$ cat config.mk
export PLATFORM = sky130hd
export DESIGN_NAME = sipo_rx
export DESIGN_NICKNAME = d
export VERILOG_FILES = /design/src/rtl/sipo_rx_pkg.sv /design/src/rtl/sipo_rx_sync2.sv /design/src/rtl/sipo_rx.sv
export SDC_FILE = /design/constraint.sdc
export NUM_CORES = 1
export LEC_CHECK = 0
export BUFFER_PORTS_ARGS = -buffer_cell sky130_fd_sc_hd__buf_4
export CAP_MARGIN = 20
export CORE_MARGIN = 3
export CORE_UTILIZATION = 30
export CTS_CLUSTER_DIAMETER = 50
export CTS_CLUSTER_SIZE = 16
export DETAILED_ROUTE_END_ITERATION = 10
export GPL_ROUTABILITY_DRIVEN = 0
export GPL_TIMING_DRIVEN = 0
export HOLD_SLACK_MARGIN = 0.12
export PLACE_DENSITY = 0.51
export SKIP_LAST_GASP = 1
export SLEW_MARGIN = 20
export SYNTH_ARGS = -nofsm -noshare
export SYNTH_HDL_FRONTEND = slang
export SYNTH_SLANG_ARGS = --single-unit
$ cat constraint.sdc
create_clock -name clk -period 1.55 [get_ports clk]
set_input_delay 0 -clock clk [delete_from_list [all_inputs] [get_ports clk]]
set_output_delay 0 -clock clk [all_outputs]
set_load 0.01 [all_outputs]
$ cat src/rtl/sipo_rx_pkg.sv
// Shared serial framing definitions: frame layout, line levels and receiver states.
package sipo_rx_pkg;

  localparam int FRAME_BITS = 10;
  localparam int DATA_BITS  = 8;

  localparam logic START_BIT = 1'b0;
  localparam logic STOP_BIT  = 1'b1;

  typedef logic [1:0] rx_state_t;

  localparam rx_state_t ST_IDLE  = 2'd0;
  localparam rx_state_t ST_START = 2'd1;
  localparam rx_state_t ST_DATA  = 2'd2;
  localparam rx_state_t ST_STOP  = 2'd3;

endpackage

$ cat src/rtl/sipo_rx_sync2.sv
// Two-flop synchronizer for an asynchronous single-bit input.
module sync2 #(
  parameter logic RESET_VAL = 1'b1
) (
  input  logic clk,
  input  logic reset,
  input  logic d,
  output logic q
);

  logic meta_r;
  logic q_r;

  // capture chain; both stages reset to the idle level of the line
  always_ff @(posedge clk or negedge reset) begin
    if (!reset) begin
      meta_r <= RESET_VAL;
      q_r    <= RESET_VAL;
    end else begin
      meta_r <= d;
      q_r    <= meta_r;
    end
  end

  assign q = q_r;

endmodule

$ cat src/rtl/sipo_rx.sv
// Oversampled 8N1 serial receiver: start-bit qualification, mid-bit sampling,
// single-character holding register with overrun and framing-error reporting.
module sipo_rx
  import sipo_rx_pkg::*;
#(
  parameter int OVERSAMPLE = 16
) (
  input  logic       clk,
  input  logic       reset,
  input  logic       sample_tick,
  input  logic       serial_in,
  input  logic       rx_ack,
  output logic [7:0] data_out,
  output logic       rx_valid,
  output logic       frame_err,
  output logic       overrun,
  output logic       busy
);

  localparam int CW = $clog2(OVERSAMPLE);
  localparam logic [CW-1:0] HALF_LAST = CW'(OVERSAMPLE / 2 - 1);
  localparam logic [CW-1:0] FULL_LAST = CW'(OVERSAMPLE - 1);
  localparam logic [2:0]    IDX_LAST  = 3'(DATA_BITS - 1);

  logic          line_s;
  rx_state_t     state_r, state_s;
  logic [CW-1:0] cnt_r, cnt_s;
  logic [2:0]    idx_r, idx_s;
  logic [7:0]    shreg_r, shreg_s;
  logic          stop_sample_s;
  logic          good_s;
  logic          bad_s;
  logic          load_s;

  logic [7:0]    data_r;
  logic          valid_r;
  logic          fe_r;
  logic          ovr_r;
  logic          busy_r;

  sync2 #(.RESET_VAL(1'b1)) u_sync (
    .clk   (clk),
    .reset (reset),
    .d     (serial_in),
    .q     (line_s)
  );

  // framing FSM: next state, tick counter, bit index and shift register
  always_comb begin
    state_s       = state_r;
    cnt_s         = cnt_r;
    idx_s         = idx_r;
    shreg_s       = shreg_r;
    stop_sample_s = 1'b0;
    case (state_r)
      ST_IDLE: begin
        if (sample_tick && (line_s == START_BIT)) begin
          state_s = ST_START;
          cnt_s   = '0;
        end else begin
          state_s = ST_IDLE;
        end
      end
      ST_START: begin
        if (sample_tick && (cnt_r == HALF_LAST)) begin
          cnt_s = '0;
          idx_s = 3'd0;
          if (line_s == START_BIT) begin
            state_s = ST_DATA;
          end else begin
            state_s = ST_IDLE;
          end
        end else if (sample_tick) begin
          cnt_s = cnt_r + 1'b1;
        end else begin
          cnt_s = cnt_r;
        end
      end
      ST_DATA: begin
        if (sample_tick && (cnt_r == FULL_LAST)) begin
          cnt_s   = '0;
          shreg_s = {shreg_r[6:0], line_s};
          if (idx_r == IDX_LAST) begin
            state_s = ST_STOP;
          end else begin
            idx_s = idx_r + 3'd1;
          end
        end else if (sample_tick) begin
          cnt_s = cnt_r + 1'b1;
        end else begin
          cnt_s = cnt_r;
        end
      end
      ST_STOP: begin
        if (sample_tick && (cnt_r == FULL_LAST)) begin
          stop_sample_s = 1'b1;
          cnt_s         = '0;
          state_s       = ST_IDLE;
        end else if (sample_tick) begin
          cnt_s = cnt_r + 1'b1;
        end else begin
          cnt_s = cnt_r;
        end
      end
      default: begin
        state_s = ST_IDLE;
        cnt_s   = '0;
        idx_s   = 3'd0;
      end
    endcase
  end

  // a new character is only accepted when the holding register is free or being freed now
  always_comb begin
    good_s = stop_sample_s && (line_s == STOP_BIT);
    bad_s  = stop_sample_s && (line_s != STOP_BIT);
    load_s = good_s && (!valid_r || rx_ack);
  end

  // FSM and datapath state
  always_ff @(posedge clk or negedge reset) begin
    if (!reset) begin
      state_r <= ST_IDLE;
      cnt_r   <= '0;
      idx_r   <= 3'd0;
      shreg_r <= 8'h00;
    end else begin
      state_r <= state_s;
      cnt_r   <= cnt_s;
      idx_r   <= idx_s;
      shreg_r <= shreg_s;
    end
  end

  // registered consumer-facing outputs
  always_ff @(posedge clk or negedge reset) begin
    if (!reset) begin
      data_r  <= 8'h00;
      valid_r <= 1'b0;
      fe_r    <= 1'b0;
      ovr_r   <= 1'b0;
      busy_r  <= 1'b0;
    end else begin
      fe_r   <= bad_s;
      busy_r <= (state_s != ST_IDLE);
      if (load_s) begin
        data_r  <= shreg_r;
        valid_r <= 1'b1;
      end else if (rx_ack) begin
        valid_r <= 1'b0;
      end
      if (rx_ack && valid_r) begin
        ovr_r <= 1'b0;
      end else if (good_s && valid_r) begin
        ovr_r <= 1'b1;
      end
    end
  end

  assign data_out  = data_r;
  assign rx_valid  = valid_r;
  assign frame_err = fe_r;
  assign overrun   = ovr_r;
  assign busy      = busy_r;

endmodule

==> metrics.md, run 1 <==
| Metric | Value |
|---|---|
| Status | `finished, violations left` |
| Violated checks | `setup timing` |
| Number of global-route vias before repair | `967` |
| Fin Clk Skew | `0.002265 ns` |
| Fin crit share | `108.8%` |
| Fin. Hold Viols | `0` |
| Die width | `74.10 um` |
| Placeable Area | `4414 sq um` |
| Lkg Pwr | `0.0008907 uW` |
| Layout cell share with drive strength beyond 1 | `44.90%` |
| Final setup margin | `-0.1366 ns` |
| Yosys reg bits | `31` |
| Placed cell area | `1619 sq um` |
| Layout area overhead | `33.81%` |
| CTS root buf | `clkbuf_8` |
| Initial Util | `31.52%` |
| Initial DRC Count | `36` |
| Worst-margin pin slew | `0.4017 ns` |
| Setup TNS | `-0.4785 ns` |
| # IOs | `17` |
| FP Rows | `24` |
| Initial antenna violation count | `0` |
| Pwr dens | `around 1100 nW/um^2` |
| Pre-CTS setup slack | `-0.2979 ns` |
| CP Max Fanout | `4` |
| Post-Syn Nets | `between 100 and 150` |
| Clock buffer depth | `2` |
| Max Slew Vio Count | `0` |
| TritonCTS sink count | `31` |
| CTS tree | `yes` |
| Global-route wire length before repair | `4.526 mm` |
| DR vias | `967` |
| DRC | `0` |
| Most frequent cells in the layout | `dfrtp_1, buf_4, mux2_4` |
| Library cells used by synthesis | `32` |
| Slew HR | `72.99%` |
| Final instance area | `1862 sq um` |
| Crit end category | `flip-flop` |
| Hold crit path type | `in -> reg` |
| Unrepaired setup endpoints after global routing | `true` |
| Layout Nets | `155` |
| CTS clk-pin slew, worst paths | `0.07 ns` |
| Port Buf Inserts | `16` |
| Peak supply drop | `408.2 uV` |
| CP Class | `reg -> reg` |
| Via density | `~4.9` |
| Most common cell after layout, fill and taps aside | `dfrtp_1` |
| CP required | `approximately 1.7 ns` |
| Drt wl/cell | `13.38 um` |
| Area of the die | `5491 sq um` |
| FMAX | `0.5929 GHz` |
| CTS Buf Count | `5` |
| Grt total ovfl | `0` |
| H-tree levels | `2` |
| Crit-path slowest cell | `or3b_4` |
| Crit path largest cell delay | `0.39 ns` |
| Final antenna diode count | `0` |
| Clock Latency Late Sink | `0.28 ns` |
| Gr usage total | `11.05%` |
| Die height | `74.10 um` |
| Synthesized area per cell | `12.76 sq um` |
| Min cycle time layout | `1.687 ns` |
| Worst path cell trace | `ha_2 > ha_4 > or3b_4 > mux2_4 > a22o_1` |
| Syn Std Cell Area | `1391 sq um` |
| Syn. warnings | `0` |
| Pin count of the biggest net entering global routing | `32` |
| Drt total wl | `2.662 mm` |
| CP arrival | `1.85 ns` |
| Drt first pass iters | `4` |
| Post-DRT Antenna Nets | `0` |
| Max Cap Viol | `0` |
| Sequential area share after synthesis | `a little under three fifths` |
| Mapped Cells | `109` |
| CP startpoint kind | `flip-flop` |
| HPWL after DPL | `1.805 mm` |
| # setup viols final | `10` |
==> stage by stage <==
stage / instances / util, % / power [uW] / hold WS (ns)
2_1_floorplan: 109 / - / 1312 / -0.2956
3_3_place_gp: 177 / 36.68 / 1416 / -0.04551
3_5_place_dp: 177 / 36.68 / 1428 / -0.03680
4_1_cts: 196 / 41.44 / 2148 / 0.1544
5_1_grt: 199 / 42.18 / 2279 / 0.1675
6_report: 199 / 42.18 / 2128 / 0.1583
==> kinds of logic (layout without fill, tap and decap cells) <==
kind of cell | count (synthesis) | after routing | synth area share [%]
mux | 19 | 19 | 15.20
compound gates | 19 | 19 | 9.982
flops | 31 | 31 | 55.94
buf+inv | 5 | 43 | 1.798
simple gates | 32 | 32 | 14.39
fa+ha+maj | 3 | 3 | 2.698
==> synthesized netlist by cell type <==
cell type / instances / area (sq um)
clkbuf_1: 1 / 3.750
nand3_1: 5 / 25.02
a22o_1: 6 / 52.55
nor2_1: 8 / 30.03
mux2i_1: 2 / 20.02
dfrtp_1: 29 / 725.7
and3_4: 1 / 11.26
a31oi_1: 1 / 6.260
ha_1: 3 / 37.54
or3b_1: 1 / 8.760
o31ai_1: 1 / 7.510
a221o_1: 1 / 10.01
and2b_1: 1 / 7.510
nand4_1: 2 / 12.51
a32o_1: 1 / 10.01
nand3_4: 1 / 17.52
nor3b_4: 1 / 18.77
dfstp_2: 2 / 52.55
o21bai_1: 1 / 7.510
buf_4: 1 / 7.510
o21ai_0: 3 / 15.01
nor3b_1: 1 / 7.510
nand2_1: 6 / 22.52
o21a_1: 2 / 15.01
a21oi_1: 3 / 15.01
mux2_2: 17 / 191.4
nor2b_1: 1 / 6.260
inv_1: 1 / 3.750
and4_4: 1 / 11.26
nand2b_1: 2 / 12.51
buf_2: 2 / 10.01
nand4b_1: 1 / 8.760
==> flip-flops by register name, indices dropped and copies added (netlist names) <==
register       count
state_r            2
cnt_r              4
overrun            1
u_sync.meta_r      1
rx_valid           1
frame_err          1
busy               1
data_out           8
idx_r              3
u_sync.q           1
shreg_r            8
==> worst max-delay path, delay by kind of cell (launching register included) <==
family,cells,cell delay [ns]
AO/OA/AOI/OAI,1,0.18
adder cells (fa/ha/maj),2,0.35
flip-flops,1,0.38
multiplexers,1,0.27
AND/OR/NAND/NOR,1,0.39
==> final timing paths <==
path / from / end / slack (ns) / cells past startpoint
worst min-delay path: sample_tick / cnt_r[0] / 0.16 / 4
max in group asynchronous: reset / u_sync.q / 1.04 / 2
worst max register to register: idx_r[1] / idx_r[0] / -0.14 / 5
worst min register to register: u_sync.meta_r / u_sync.q / 0.36 / 0
worst max-delay path: idx_r[1] / idx_r[0] / -0.14 / 5
min in group asynchronous: reset / cnt_r[0] / 0.19 / 2
==> power by group <==
group	switching (uW)	internal [uW]	total [uW]
combinational	256	266	522
sequential	77.1	887	964
clock	294	348	642
==> what timing repair did <==
| item | 4_1_cts | 5_1_grt |
|---|---|---|
| setup endpoints to repair | 19 | 20 |
| pin swaps | 3 | 2 |
| setup buffers | 9 | 3 |
| gates resized for setup | 5 | 3 |
| hold buffers | 3 | 0 |
| hold endpoints to repair | 34 | 0 |
==> metal layers <==
metal / part of all wire, % / track usage (%) / up-vias
li1: - / - / 470
met1: 47 / 13.55 / 470
met2: 47 / 17.72 / 23
met3: 5.0 / 3.243 / 4
met4: 1.1 / 5.433 / 0
met5: 0 / 0 / -
==> cell type report <==
class / instances / area, sq um
timing repair buffer: 31 / 247.7
inverter: 1 / 3.754
multi-input combinational: 73 / 658.1
clock inverter: 1 / 5.005
tap: 52 / 65.06
buffer: 4 / 21.27
clock buffer: 6 / 82.58
fill: 412 / 2552
sequential: 31 / 778.2
Power figures use the tool's default switching activity.
==> inputs of run 2 (changes only) <==
--- a/config.mk
+++ b/config.mk
@@ -20,4 +20,5 @@
 export SLEW_MARGIN = 20
 export SYNTH_ARGS = -nofsm -noshare
 export SYNTH_HDL_FRONTEND = slang
+export SYNTH_HIERARCHICAL = 1
 export SYNTH_SLANG_ARGS = --single-unit
==> metrics.md, run 2 <==
| Metric | Value |
|---|---|
| Status | `finished, violations left` |
| Violated checks | `setup timing` |
| CP Max Fanout | `4 (unchanged)` |
| Yosys reg bits | `31 (unchanged)` |
| Drt wl/cell | `13.38 um (unchanged)` |
| Area of the die | `5491 sq um (unchanged)` |
| Initial Util | `31.52% (unchanged)` |
| Fin. Hold Viols | `0 (unchanged)` |
| Crit end category | `flip-flop` |
| Sequential area share after synthesis | `55.94% (unchanged)` |
| Initial antenna violation count | `0 (unchanged)` |
| CTS clk-pin slew, worst paths | `0.07 ns (about the same)` |
| Min-delay src | `sample_tick` |
| Syn Std Cell Area | `1391 sq um (unchanged)` |
| Layout cell share with drive strength beyond 1 | `44.90% (unchanged)` |
| CTS root buf | `clkbuf_8` |
| Setup TNS | `-0.4785 ns (unchanged)` |
| Syn. warnings | `6 (+6)` |
| Library cells used by synthesis | `32 (unchanged)` |
| Final setup margin | `-0.1366 ns (unchanged)` |
| Slew HR | `72.99% (unchanged)` |
| Number of global-route vias before repair | `967 (unchanged)` |
| Most common cell after layout, fill and taps aside | `dfrtp_1` |
| Max Slew Vio Count | `0 (unchanged)` |
| Crit path largest cell delay | `0.39 ns (about the same)` |
| Ys flop type | `dfrtp_1` |
| Post-Syn Nets | `117 (unchanged)` |
| Post-synth top area share | `52.16% (unchanged)` |
| Clock Latency Late Sink | `0.28 ns (about the same)` |
| Fin Clk Skew | `0.002265 ns (unchanged)` |
| Layout Nets | `155 (unchanged)` |
| Via density | `4.859 (unchanged)` |
| Hold crit path type | `in -> reg` |
| CP startpoint kind | `flip-flop` |
| Initial DRC Count | `36 (unchanged)` |
| Drt total wl | `2.662 mm (unchanged)` |
| FF-to-FF setup slack | `-0.14 ns (about the same)` |
| HPWL after DPL | `1.805 mm (unchanged)` |
| Unrepaired setup endpoints after global routing | `true` |
| Layout area overhead | `33.81% (unchanged)` |
| Final antenna diode count | `0 (unchanged)` |
| CP Launch Point | `idx_r[1]` |
| CTS tree | `yes` |
| Most frequent cells after synthesis | `dfrtp_1, mux2_2, nor2_1` |
| Tot Pwr | `2128 uW (unchanged)` |
| Pwr dens | `1143 nW/um^2 (unchanged)` |
| DR vias | `967 (unchanged)` |
| CTS Buf Count | `5 (unchanged)` |
| Die height | `74.10 um (unchanged)` |
| Drt first pass iters | `4 (unchanged)` |
| Grt total ovfl | `0 (unchanged)` |
| Mapped Cells | `109 (unchanged)` |
| Pin count of the biggest net entering global routing | `32 (unchanged)` |
| Post-synth ARST share | `100.0% (unchanged)` |
| Most frequent cells in the layout | `dfrtp_1, buf_4, mux2_4` |
| Post-synth EDFFs | `0 (unchanged)` |
| Min cycle time layout | `1.687 ns (unchanged)` |
| Reg2reg start | `idx_r[1]` |
| Crit-path slowest cell | `or3b_4` |
| Fin crit share | `108.8% (unchanged)` |
| Peak supply drop | `408.2 uV (unchanged)` |
| CP required | `1.72 ns (about the same)` |
| Port Buf Inserts | `16 (unchanged)` |
| Worst r2r path cells | `5 (unchanged)` |
| Global-route wire length before repair | `4.526 mm (unchanged)` |
| # IOs | `17 (unchanged)` |
| Worst-margin pin slew | `0.4017 ns (unchanged)` |
| CP Capture Point | `idx_r[0]` |
| CP Class | `reg -> reg` |
| Placeable Area | `4414 sq um (unchanged)` |
| Crit Reg-Reg Endpoint | `idx_r[0]` |
| Synthesized area per cell | `12.76 sq um (unchanged)` |
| FP Rows | `24 (unchanged)` |
| Clock buffer depth | `2 (unchanged)` |
| Lkg Pwr | `0.0008907 uW (unchanged)` |
| Gr usage total | `11.05% (unchanged)` |
| Post-DRT Antenna Nets | `0 (unchanged)` |
| # setup viols final | `10 (unchanged)` |
| DRC | `0 (unchanged)` |
| Max Cap Viol | `0 (unchanged)` |
| Synth area leader | `dfrtp_1` |
| Die width | `74.10 um (unchanged)` |
| FMAX | `0.5929 GHz (unchanged)` |
| Worst path cell trace | `ha_2 > ha_4 > or3b_4 > mux2_4 > a22o_1` |
| CP arrival | `1.85 ns (about the same)` |
| TritonCTS sink count | `31 (unchanged)` |
| H-tree levels | `2 (unchanged)` |
| Top-count cell post-synth | `dfrtp_1` |
| Largest cells by area after synthesis | `dfrtp_1, mux2_2, dfstp_2, a22o_1, ha_1` |
-- run 2: cell counts after synthesis --
No cell type changed its count.
-- run 2: cell type report --
| class | count | area (sq um) |
|---|---|---|
| inverter | 1 | 3.754 |
| timing repair buffer | 31 | 247.7 |
| multi-input combinational | 73 | 658.1 |
| sequential | 31 | 778.2 |
| fill | 412 | 2552 |
| tap | 52 | 65.06 |
| clock inverter | 1 | 5.005 |
| clock buffer | 6 | 82.58 |
| buffer | 4 | 21.27 |
-- run 2: worst max-delay path, delay by kind of cell, from the launching register on --
| family | cells | cell delay [ns] |
|---|---|---|
| mux | 1 | 0.27 |
| compound gates | 1 | 0.18 |
| simple gates | 1 | 0.39 |
| flops | 1 | 0.38 |
| fa+ha+maj | 2 | 0.35 |
-- run 2: where the power goes --
part	internal, uW	switching, uW
Clock	348	294
Sequential	887	77.1
Combinational	266	256
Total	1500	627
-- run 2: what timing repair did --
action / 4_1_cts / 5_1_grt
hold buffers: 3 / 0
gates resized for setup: 5 / 3
hold endpoints to repair: 34 / 0
pin swaps: 3 / 2
endpoints found under the setup margin: 19 / 20
buffers inserted: 9 / 3
-- run 2: worst min path at each step --
| stage | endpoint | slack [ns] | cells after the start |
|---|---|---|---|
| 2_1_floorplan | busy | -0.30 | 0 |
| 3_3_place_gp | data_out[6] | -0.05 | 1 |
| 3_5_place_dp | data_out[7] | -0.04 | 1 |
| 4_1_cts | cnt_r[0] | 0.15 | 4 |
| 5_1_grt | cnt_r[0] | 0.17 | 4 |
| 6_report | cnt_r[0] | 0.16 | 4 |
-- run 2: logic make-up after synthesis --
group,after synthesis,synth area share [%]
muxes,19,15.20
adders and majority gates,3,2.698
buffers and inverters,5,1.798
DFF,31,55.94
AOI/OAI and AO/OA,19,9.982
and+or+nand+nor,32,14.39
-- run 2: stage by stage --
step	util, %	hold WS, ns	setup slack [ns]	std cells	area, sq um
2_1_floorplan	-	-0.2956	-0.1082	109	1434
3_3_place_gp	36.68	-0.04551	-0.2893	177	1619
3_5_place_dp	36.68	-0.03680	-0.2979	177	1619
4_1_cts	41.44	0.1544	-0.1265	196	1829
5_1_grt	42.18	0.1675	-0.1817	199	1862
6_report	42.18	0.1583	-0.1366	199	1862
-- run 2: layer usage --
layer  track usage [%]  wire [um]  vias to the layer above
met4             5.433         28                        0
met5                 0          0                        -
met2             17.72       1238                       23
met1             13.55       1261                      470
li1                  -          -                      470
met3             3.243        134                        4
